==> config.mk <==
export PLATFORM = sky130hd
export DESIGN_NAME = reset_seq
export DESIGN_NICKNAME = d
export VERILOG_FILES = /design/src/rtl/reset_seq_pkg.sv /design/src/rtl/reset_seq_filter.sv /design/src/rtl/reset_seq.sv
export SDC_FILE = /design/constraint.sdc
export NUM_CORES = 1
export LEC_CHECK = 0
export ABC_AREA = 1
export BUFFER_PORTS_ARGS = -buffer_cell sky130_fd_sc_hd__buf_4
export CAP_MARGIN = 20
export CORE_UTILIZATION = 40
export CTS_BUF_LIST = sky130_fd_sc_hd__clkbuf_8 sky130_fd_sc_hd__clkbuf_16
export CTS_CLUSTER_DIAMETER = 120
export DETAILED_ROUTE_END_ITERATION = 10
export PLACE_DENSITY = 0.56
export SYNTH_ARGS = -nofsm -noshare
export SYNTH_HDL_FRONTEND = slang
export SYNTH_SLANG_ARGS = --single-unit
==> constraint.sdc <==
create_clock -name clock -period 1.9 [get_ports clock]
set_clock_uncertainty 0.2 [all_clocks]
set_input_delay 0.095 -clock clock [delete_from_list [all_inputs] [get_ports clock]]
set_output_delay 0.095 -clock clock [all_outputs]
set_load 0.02 [all_outputs]
==> src/rtl/reset_seq_pkg.sv <==
// reset_seq_pkg: shared types and constants for the reset sequencer.
//   state_t    - sequencer FSM states
//   CAUSE_*    - rst_cause encodings
//   cnt_width  - bits needed to hold a given maximum count (minimum 1)
package reset_seq_pkg;

  typedef enum logic [1:0] {
    ST_ASSERT  = 2'd0,
    ST_RELEASE = 2'd1,
    ST_RUN     = 2'd2,
    ST_PULSE   = 2'd3
  } state_t;

  localparam logic [1:0] CAUSE_POR = 2'b00;
  localparam logic [1:0] CAUSE_EXT = 2'b01;
  localparam logic [1:0] CAUSE_SW  = 2'b10;
  localparam logic [1:0] CAUSE_WDT = 2'b11;

  function automatic int unsigned cnt_width(input int unsigned maxval);
    int unsigned w;
    w = 1;
    while ((64'd1 << w) <= 64'(maxval)) w++;
    return w;
  endfunction

endpackage

==> src/rtl/reset_seq_filter.sv <==
// rst_filter: synchronizes the raw active-low external reset into the clock
// domain and accepts it only after FILTER_CYCLES consecutive low samples.
//   clock, reset  - core clock, async active-high reset
//   ext_rst_n     - raw external reset, active-low, asynchronous
//   trig          - filtered trigger, high while the accepted reset persists
module rst_filter
  import reset_seq_pkg::*;
#(
  parameter int unsigned FILTER_CYCLES = 4
) (
  input  logic clock,
  input  logic reset,
  input  logic ext_rst_n,
  output logic trig
);

  localparam int unsigned FW = cnt_width(FILTER_CYCLES);
  localparam logic [FW-1:0] FMAX  = FW'(FILTER_CYCLES);
  localparam logic [FW-1:0] FLAST = FW'(FILTER_CYCLES - 1);

  logic          s1, s2;
  logic [FW-1:0] lows;

  always_ff @(posedge clock or posedge reset) begin
    if (reset) begin
      s1   <= 1'b1;
      s2   <= 1'b1;
      lows <= '0;
    end else begin
      s1 <= ext_rst_n;
      s2 <= s1;
      if (s2)
        lows <= '0;
      else if (lows != FMAX)
        lows <= lows + 1'b1;
    end
  end

  // Fires in the cycle the current low sample brings the count to
  // FILTER_CYCLES, and stays up while the input remains low.
  assign trig = !s2 && ((lows == FLAST) || (lows == FMAX));

endmodule

==> src/rtl/reset_seq.sv <==
// reset_seq: core-side reset sequencer. Filters the external reset, releases
// per-domain resets in ascending stages, handles software reset requests with
// a one-cycle ack and an outbound pad reset pulse.
//   clock, reset        - core clock, async active-high power-on reset
//   ext_rst_n           - raw external reset, active-low
//   sw_rst_req/ack      - software reset request (level) / one-cycle ack
//   wdt_kick, wdt_load  - watchdog reload strobe / value (RESET_SEQ_WDT_EN only)
//   rst_out             - active-high domain resets
//   pad_rst_out         - outbound reset pulse to the pad level shifter
//   rst_cause           - 00 POR, 01 external, 10 software, 11 watchdog
//   busy                - high whenever the sequencer is not in RUN
// Build option: define RESET_SEQ_WDT_EN to include the watchdog.
module reset_seq
  import reset_seq_pkg::*;
#(
  parameter int unsigned NUM_DOMAINS   = 3,
  parameter int unsigned STAGE_CYCLES  = 16,
  parameter int unsigned FILTER_CYCLES = 4,
  parameter int unsigned PULSE_CYCLES  = 32,
  parameter int unsigned WDT_WIDTH     = 16
) (
  input  logic                   clock,
  input  logic                   reset,
  input  logic                   ext_rst_n,
  input  logic                   sw_rst_req,
  output logic                   sw_rst_ack,
`ifdef RESET_SEQ_WDT_EN
  input  logic                   wdt_kick,
  input  logic [WDT_WIDTH-1:0]   wdt_load,
`endif
  output logic [NUM_DOMAINS-1:0] rst_out,
  output logic                   pad_rst_out,
  output logic [1:0]             rst_cause,
  output logic                   busy
);

  localparam int unsigned CNT_MAX = (STAGE_CYCLES > PULSE_CYCLES) ? STAGE_CYCLES : PULSE_CYCLES;
  localparam int unsigned CW = cnt_width(CNT_MAX - 1);
  localparam int unsigned IW = cnt_width(NUM_DOMAINS - 1);
  localparam logic [CW-1:0] STAGE_LAST = CW'(STAGE_CYCLES - 1);
  localparam logic [CW-1:0] PULSE_LAST = CW'(PULSE_CYCLES - 1);
  localparam logic [IW-1:0] IDX_LAST   = IW'(NUM_DOMAINS - 1);

  state_t                 state, state_n;
  logic [CW-1:0]          cnt, cnt_n;
  logic [IW-1:0]          idx, idx_n;
  logic [NUM_DOMAINS-1:0] rst_q, rst_d;
  logic                   pad_q, pad_d;
  logic [1:0]             cause_q, cause_d;
  logic                   ack_q, ack_d;
  logic                   ext_trig;
  logic                   wdt_trig;

  rst_filter #(.FILTER_CYCLES(FILTER_CYCLES)) u_filter (
    .clock     (clock),
    .reset     (reset),
    .ext_rst_n (ext_rst_n),
    .trig      (ext_trig)
  );

`ifdef RESET_SEQ_WDT_EN
  logic [WDT_WIDTH-1:0] wdt_cnt, wdt_n;

  always_comb begin
    wdt_n = wdt_cnt;
    if (state_n == ST_RUN && state != ST_RUN)
      wdt_n = wdt_load;
    else if (state == ST_RUN) begin
      if (wdt_kick)
        wdt_n = wdt_load;
      else if (wdt_cnt != '0)
        wdt_n = wdt_cnt - 1'b1;
    end
  end

  always_ff @(posedge clock or posedge reset) begin
    if (reset) wdt_cnt <= '0;
    else       wdt_cnt <= wdt_n;
  end

  // Trigger on the cycle whose decrement would reach zero, so a load of N
  // expires after exactly N RUN cycles.
  assign wdt_trig = (state == ST_RUN) && (wdt_load != '0) && !wdt_kick &&
                    (wdt_cnt <= WDT_WIDTH'(1));
`else
  assign wdt_trig = 1'b0;
`endif

  always_comb begin
    state_n = state;
    cnt_n   = cnt + 1'b1;
    idx_n   = idx;
    rst_d   = rst_q;
    pad_d   = pad_q;
    cause_d = cause_q;
    ack_d   = 1'b0;
    if (ext_trig) begin
      // External reset overrides every state and restarts the sequence.
      state_n = ST_ASSERT;
      cnt_n   = '0;
      idx_n   = '0;
      rst_d   = '1;
      pad_d   = 1'b0;
      cause_d = CAUSE_EXT;
    end else begin
      case (state)
        ST_ASSERT: begin
          rst_d = '1;
          if (cnt == STAGE_LAST) begin
            state_n = ST_RELEASE;
            cnt_n   = '0;
            idx_n   = '0;
          end
        end
        ST_RELEASE: begin
          if (cnt == STAGE_LAST) begin
            cnt_n      = '0;
            rst_d[idx] = 1'b0;
            if (idx == IDX_LAST)
              state_n = ST_RUN;
            else
              idx_n = idx + 1'b1;
          end
        end
        ST_RUN: begin
          cnt_n = '0;
          if (wdt_trig) begin
            state_n = ST_ASSERT;
            rst_d   = '1;
            cause_d = CAUSE_WDT;
          end else if (sw_rst_req) begin
            state_n = ST_PULSE;
            rst_d   = '1;
            pad_d   = 1'b1;
            cause_d = CAUSE_SW;
            ack_d   = 1'b1;
          end
        end
        ST_PULSE: begin
          rst_d = '1;
          if (cnt == PULSE_LAST) begin
            state_n = ST_ASSERT;
            cnt_n   = '0;
            pad_d   = 1'b0;
          end
        end
        default: begin
          state_n = ST_ASSERT;
          cnt_n   = '0;
          rst_d   = '1;
        end
      endcase
    end
  end

  always_ff @(posedge clock or posedge reset) begin
    if (reset) begin
      state   <= ST_ASSERT;
      cnt     <= '0;
      idx     <= '0;
      rst_q   <= '1;
      pad_q   <= 1'b0;
      cause_q <= CAUSE_POR;
      ack_q   <= 1'b0;
    end else begin
      state   <= state_n;
      cnt     <= cnt_n;
      idx     <= idx_n;
      rst_q   <= rst_d;
      pad_q   <= pad_d;
      cause_q <= cause_d;
      ack_q   <= ack_d;
    end
  end

  assign rst_out     = rst_q;
  assign pad_rst_out = pad_q;
  assign rst_cause   = cause_q;
  assign sw_rst_ack  = ack_q;
  assign busy        = (state != ST_RUN);

endmodule

* Word level (Yosys, flattened, before mapping)
Cells that the tools add are included.
Word-level totals: logic and storage cells 84, register bits 21, input bits 4
Cells by class: equal/unequal tests 16, muxes and demuxes 34, add/subtract/negate cells 3, bitwise logic cells 2, $lt $le $gt $ge 2, reductions and logical operators 17
Operators with widths (number):
- two-way mux 2 bit | 13
- inequality test 3 bit (second input constant) | 7
- two-way mux 3 bit | 5
- two-way mux 5 bit | 3
- case mux 5 bit (3 select lines) | 1
- case mux 3 bit (3 select lines) | 1
- case mux 2 bit (4 select lines) | 1
- two-way mux 1 bit | 7
- == test 2 bit (second input constant) | 3
- nonzero test 2 bit | 3
- nonzero test 3 bit | 2
- adder 5 x 1 -> 5 bit (second input constant) | 1
- == test 5 x 4 -> 1 bit (second input constant) | 1
- == test 5 bit (second input constant) | 1
- AND reduction 5 bit | 1
- case mux 2 bit (2 select lines) | 1
- AND reduction 2 bit | 2
- AND reduction 4 bit | 1
- OR reduction 2 bit | 2
- adder 3 x 1 -> 3 bit (second input constant) | 1
- AND 3 bit | 1
- == test 3 x 2 -> 1 bit (second input constant) | 1
- == test 3 bit (second input constant) | 1
- < comparator 2 x 3 -> 1 bit (second input constant) | 1
- 12 further kinds | 13

* Longest topological paths before layout
Gate-level depths: netlist of run 1.
depth after elaboration 9, mapped depth 12

* Cells and area by module
Synthesis of run 1 repeated with hierarchy kept, for this count alone.
Unflattened totals: cell total of the unflattened synthesis 138, area total of the unflattened synthesis 1249.9 um^2
Modules (own cells, without submodules):
- reset_seq | area an instance 1006.0 um^2, times used 1, cells an instance 109
- rst_filter | area an instance 244.0 um^2, times used 1, cells an instance 29

* Worst setup path before layout of run 1
Ideal clock, no wire load.
kind register -> register, from register cnt[0], to register rst_q[0], in the netlist rst_out[0], library setup time 77 ps, stages on the path, launching flop included 9, arrival time 1343 ps, setup slack 280 ps, path buffers 0, data required time 1623 ps, cells stage by stage dfrtp_1 ha_1 nand3_1 inv_1 ha_1 o21ai_0 nand2_1 nand2_1 nand2_1
Between the ends: word-level cells in the longest chain between the ends 3
Ends and longest elaborated chain:
- from (decl) | line reset_seq.sv:45 | logic [CW-1:0] cnt, cnt_n;
- from (signal assigned) | line reset_seq.sv:167 | cnt <= cnt_n;
- == test 5 x 4 -> 1 bit | line reset_seq.sv:116 | if (cnt == STAGE_LAST) begin
- inequality test 3 bit (no source line)
- AND reduction 2 bit (no source line)
- to (signal assigned) | line reset_seq.sv:169 | rst_q <= rst_d;
- to (decl) | line reset_seq.sv:47 | logic [NUM_DOMAINS-1:0] rst_q, rst_d;
No other way between the ends. A chain may end at the register's enable or synchronous reset.

* Worst setup path after layout of run 1
Ends and elaborated chain as after synthesis.

==> results_dict.tcl, run 1 <==
set metrics [dict create \
    die_h_um 55.2 \
    setup_viol 0 \
    critical_path.max_fanout 4 \
    core_um2 2570 \
    timing.slew.headroom 0.712 \
    synth_simple_gate_area_share 0.204 \
    synth_top_cell_by_area "sky130_fd_sc_hd__dfrtp_1" \
    initialDrtViolationCount 19 \
    tritoncts "built" \
    timing.final.hold_violations 0 \
    power-per-cell-area_nw_per_um2 1560 \
    yosysWarnings 0 \
    final_util 0.519 \
    antenna_cells 0 \
    number_of_violations_of_the_max_capacitance_limit 0 \
    setup_repair_after_global_routing_missed_its_margin "no" \
    number_of_synthesized_register_bits 21 \
    timing.critical_path.buf_inv 1 \
    final_design_area_no_fill_um2 1330 \
    worst-setup-path-type "reg -> reg" \
    crit_chain "ha_1 > nand3_1 > inv_1 > ha_1 > o21ai_0 > nand2_1 > nand2_1 > nand2_1" \
    num_io_pins 12 \
    syn_inst 133 \
    total_die_area_um2 3050 \
    die_width_um 55.2 \
    critical_path.most_common_cell "sky130_fd_sc_hd__nand2_1" \
    synthXorXnorAreaFrac 0.0155 \
    layout.cells.most_common "sky130_fd_sc_hd__nand2_1" \
    multiplexer_share_of_the_synthesized_area 0 \
    postSynthAreaPerCell_um2 8.52 \
    synth_top_family_by_area "simple AND/OR/NAND/NOR gates" \
    grt.total_usage 0.140 \
    post_cts.repair.setup_buffers 0 \
    detail_route.vias_per_cell 4.64 \
    max_freq_mhz 559 \
    start_util 0.442 \
    port_buffers 11 \
    tightestPinTransition_ns 0.432 \
    final_net_count 170 \
    antenna_violating_nets_post_route 0 \
    synth-compound-area-share 0.0574 \
    mappedNetlistNets 151 \
    antenna_found_initial 0 \
    total_number_of_placement_rows 18 \
    final.setup.tns_ns 0 \
    synth_seq_area_share 0.469 \
    place.detailed.hpwl_um 1490 \
    clock_sinks 21 \
    mostFrequentLayoutCells "36 x sky130_fd_sc_hd__nand2_1, 27 x sky130_fd_sc_hd__inv_1, 16 x sky130_fd_sc_hd__dfrtp_1, 14 x sky130_fd_sc_hd__ha_1, 12 x sky130_fd_sc_hd__buf_4" \
    worst_path_max_delay_cell "sky130_fd_sc_hd__dfrtp_1" \
    critical_path.endpoint_type "register" \
    largest_delay_share_family_worst_path "adder cells" \
    routabilityCongestion 0.857 \
    path_clk_slew_ns 0.08 \
    mapped_cell_area_um2 1130 \
    grt_pass1_vias 783 \
    outcome "completed" \
    syn2layout_area_growth_pct 17.7 \
    synthTopCellsByArea "sky130_fd_sc_hd__dfrtp_1 35%, sky130_fd_sc_hd__ha_1 15%, sky130_fd_sc_hd__nand2_1 12%" \
    clockBufferDepth 2 \
    timing.hold.worst.class "reg -> reg" \
    route.detailed.wl_per_inst_um 10.9 \
    global_route.overflow_total 0 \
    routed_wl_um 1970 \
    crit_arrival_ns 1.78 \
    timing_max_transition_violations_final 0 \
    drc_errors 0 \
    cts_made_buffers 3 \
    grt_pass1_wl_um 3370 \
    total_leakage_power_nw 0.728 \
    vdd_drop_max_mv 0.909 \
    cts_htree_levels 1 \
    clkLatencyLatePin_ns 0.26 \
    yosys.cell_types.count 17 \
    drtPass1Iterations 4 \
    critical_path.startpoint_type "register" \
    maximum_number_of_pins_on_one_net_before_global_route_repair 15 \
    period_share 0.942 \
    critical_path_required_ns 1.89 \
    adder_cell_share_of_the_synthesized_area 0.155 \
    slowest_delay_ns 0.40 \
    synthDominantCellAreaShare 0.353 \
    finalPower_w 0.00208 \
    cts-root-buf "sky130_fd_sc_hd__clkbuf_8" \
    filler_cell_count 245 \
    finalCriticalPeriod_ns 1.79 \
    post_detailed_placement_cell_area_um2 1250 \
    dr_total_vias 840 \
    final_layout_size_suffix_gt1_frac 0.152 \
]
kinds of logic after synthesis:
logic type      after synthesis
fa+ha+maj                    14
buf+inv                      28
flops                        21
xor+xnor                      2
simple gates                 56
compound gates               12
per-layer routing:
metal  wire, um  GRT usage
met1        978      0.188
met2        894      0.222
met3         78     0.0234
met4         17     0.0643
met5          0          0
sequential cells by signal (all words and copies together), names as in the netlist:
register       flops
rst_out            3
state              2
idx                2
cnt                5
u_filter.lows      3
sw_rst_ack         1
pad_rst_out        1
rst_cause          2
u_filter.s1        1
u_filter.s2        1
path summary, 6_finish.rpt:
path | start | to | slack (ns) | cells past startpoint
setup / recovery | cnt[0] | rst_out[0] | 0.11 | 8
min in group asynchronous | reset | rst_cause[0] | 0.22 | 3
setup reg to reg | cnt[0] | rst_out[0] | 0.11 | 8
max in group asynchronous | reset | rst_out[0] | 0.69 | 4
hold reg to reg | u_filter.s1 | u_filter.s2 | 0.16 | 0
hold / removal | u_filter.s1 | u_filter.s2 | 0.16 | 0
cell type report:
type	count	area, um^2	share of cell area
repair buffers	15	120	0.0901
clock buffers	3	41.3	0.0310
multi-input cells	84	497	0.372
well taps	30	37.5	0.0281
flip-flops and latches	21	532	0.399
inverters	27	101	0.0760
clock inverters	1	5.00	0.00375
synth_stat cells (all sizes together):
cell type / count
a21oi: 1
buf: 1
dfrtp: 16
dfstp: 5
ha: 14
inv: 27
nand2: 37
nand3: 11
nor2: 8
o211ai: 1
o21ai: 9
o31ai: 1
xnor2: 1
xor2: 1
metrics by stage:
stage               std cells  hold WS, ns  worst slack (ns)
floorplan                 133       -0.132             0.280
global placement          174      -0.0783             0.154
detailed placement        174      -0.0758             0.107
CTS                       181        0.162            0.0960
global route              181        0.168            0.0134
finish                    181        0.159             0.111
power by group:
part	switching (W)	internal, W	leakage (nW)	total, W
sequential	0.000118	0.000635	0.257	0.000753
combinational	0.000641	0.000398	0.446	0.00104
clock	0.000142	0.000146	0.0255	0.000288
total	0.000901	0.00118	0.728	0.00208
repair_timing:
item	CTS	global route
hold buffers	3	0
resized for setup	0	1
endpoints found under the setup margin	0	4
endpoints found under the hold margin	12	0
Note: power is estimated with default switching activity, not from simulation.
==> run 2, diff against run 1 <==
--- a/config.mk
+++ b/config.mk
@@ -9,7 +9,6 @@
 export BUFFER_PORTS_ARGS = -buffer_cell sky130_fd_sc_hd__buf_4
 export CAP_MARGIN = 20
 export CORE_UTILIZATION = 40
-export CTS_BUF_LIST = sky130_fd_sc_hd__clkbuf_8 sky130_fd_sc_hd__clkbuf_16
 export CTS_CLUSTER_DIAMETER = 120
 export DETAILED_ROUTE_END_ITERATION = 10
 export PLACE_DENSITY = 0.56
==> run 2 against run 1 <==
- hold slack better by 0.0030 ns
- die area unchanged
- power down 3.7%
- design area down 1.4%
- first-iteration DRC count up 5.3%
- flip-flop and latch count unchanged
- sequential share of layout area up 0.57 points
- clock power down 26%
- largest power group unchanged
==> results_dict.tcl, run 2 (synthesis results as in run 1) <==
set metrics [dict create \
    outcome "completed" \
    layout.cells.most_common "sky130_fd_sc_hd__nand2_1" \
    tritoncts "built" \
    critical_path.startpoint_type "register" \
    grt_pass1_vias 784 \
    route.top_layer_used "met4" \
    crit_arrival_ns 1.83 \
    slowest_delay_ns 0.42 \
    total_leakage_power_nw 0.720 \
    grt.total_usage 0.140 \
    detailroute.wirelength.met2_um 898 \
    critical_path_required_ns 1.94 \
    largest_register "cnt" \
    routabilityCongestion 0.857 \
    route.detailed.wl_per_inst_um 10.8 \
    place.detailed.hpwl_um 1490 \
    total_number_of_placement_rows 18 \
    timing_max_transition_violations_final 0 \
    start_util 0.442 \
    rrSetupSlack_ns 0.11 \
    cts_made_buffers 3 \
    critical_path.max_fanout 4 \
    largest_register_ffs 5 \
    detail_route.vias_per_cell 4.65 \
    die_width_um 55.2 \
    global_route.overflow_total 0 \
    fin_worst_hold_slack_ns 0.162 \
    dr_total_vias 841 \
    total_die_area_um2 3050 \
    antenna_found_initial 0 \
    path_clk_slew_ns 0.12 \
    reg2reg_from "cnt[0]" \
    cell_count_of_the_worst_reg_to_reg_path 8 \
    port_buffers 11 \
    number_of_violations_of_the_max_capacitance_limit 0 \
    final_net_count 170 \
    mostFrequentLayoutCells "36 x sky130_fd_sc_hd__nand2_1, 27 x sky130_fd_sc_hd__inv_1, 16 x sky130_fd_sc_hd__dfrtp_1, 14 x sky130_fd_sc_hd__ha_1, 12 x sky130_fd_sc_hd__buf_4" \
    crit-reg2reg-capture "rst_out[0]" \
    antenna_cells 0 \
    post_cts.repair.setup_buffers 0 \
    num_io_pins 12 \
    routed_wl_um 1960 \
    clkLatencyLatePin_ns 0.30 \
    final.setup.tns_ns 0 \
    die_h_um 55.2 \
    timing.slew.headroom 0.705 \
    drtPass1Iterations 4 \
    final_layout_size_suffix_gt1_frac 0.152 \
    power-per-cell-area_nw_per_um2 1520 \
    tightestPinTransition_ns 0.442 \
    m1WireLength_um 976 \
    wl_met3_um 67 \
    worst-setup-path-type "reg -> reg" \
    timing.critical_path.from "cnt[0]" \
    max_freq_mhz 558 \
    antenna_violating_nets_post_route 0 \
    maximum_number_of_pins_on_one_net_before_global_route_repair 15 \
    setup_repair_after_global_routing_missed_its_margin "no" \
    core_um2 2570 \
    cts-root-buf "sky130_fd_sc_hd__clkbuf_4" \
    critical_path.most_common_cell "sky130_fd_sc_hd__nand2_1" \
    clock_sinks 21 \
    finalCriticalPeriod_ns 1.79 \
    timing.final.hold_violations 0 \
    initialDrtViolationCount 20 \
    grt_pass1_wl_um 3360 \
    timing.hold.worst.class "in -> async" \
    vdd_drop_max_mv 0.838 \
    period_share 0.944 \
    critical_path.endpoint_type "register" \
    clockBufferDepth 2 \
    syn2layout_area_growth_pct 16.0 \
    setup_viol 0 \
    worst_path_max_delay_cell "sky130_fd_sc_hd__dfrtp_1" \
    drc_errors 0 \
    crit_chain "ha_1 > nand3_1 > inv_1 > ha_1 > o21ai_0 > nand2_1 > nand2_1 > nand2_1" \
    worst_setup_path_endpoint "rst_out[0]" \
    cts_htree_levels 1 \
]
==> run 2: changes by cell type in the layout (fill, tap and decap cells not counted) <==
cell                       previous run  this run
sky130_fd_sc_hd__clkbuf_4             0         3
sky130_fd_sc_hd__clkbuf_8             3         0
==> run 2: critical path, delay by kind of cell (launching register included) <==
kind / cells / cell delay, ns
simple gates: 4 / 0.41
buf+inv: 1 / 0.07
flops: 1 / 0.42
fa+ha+maj: 2 / 0.45
compound gates: 1 / 0.18
==> run 2: worst min path at each step <==
stage,cells after the start,startpoint,to,slack [ns]
2_1_floorplan,1,reset,cnt[0],-0.13
3_3_place_gp,2,reset,rst_cause[0],-0.08
3_5_place_dp,2,reset,rst_cause[0],-0.08
4_1_cts,3,reset,rst_cause[0],0.13
5_1_grt,0,u_filter.s1,u_filter.s2,0.17
6_report,3,reset,rst_cause[0],0.16
==> run 2: power breakdown <==
group / internal, W / leakage [nW] / switching [W]
Combinational: 0.000398 / 0.446 / 0.000641
Clock: 0.0000784 / 0.0177 / 0.000134
Sequential: 0.000634 / 0.257 / 0.000117
==> run 2: final cells by class <==
cell class                 count  area, um^2
fill                         249        1250
clock buffer                   3        22.5
sequential                    21         532
multi-input combinational     84         497
clock inverter                 1        5.00
timing repair buffer          15         120
tap                           30        37.5
inverter                      27         101
==> run 2: per-stage QoR <==
stage | cell area (um^2) | setup WS [ns] | utilization | power (W) | instances
after floorplan | 1130 | 0.280 | - | 0.00152 | 133
after global placement | 1250 | 0.154 | 0.487 | 0.00176 | 174
after CTS | 1310 | 0.0903 | 0.509 | 0.00202 | 181
final | 1320 | 0.107 | 0.512 | 0.00200 | 181
after detailed placement | 1250 | 0.107 | 0.487 | 0.00179 | 174
after global routing | 1320 | 0.00719 | 0.512 | 0.00222 | 181
==> run 2: per-layer routing <==
metal,GRT usage,up-vias
met5,0,-
met4,0.0643,0
met3,0.0234,2
met2,0.220,9
met1,0.190,389
li1,-,441
==> run 2: repair_timing <==
item | 4_1_cts | 5_1_grt
resized for setup | 0 | 1
endpoints found under the setup margin | 0 | 5
endpoints found under the hold margin | 20 | 0
hold buffers | 3 | 0
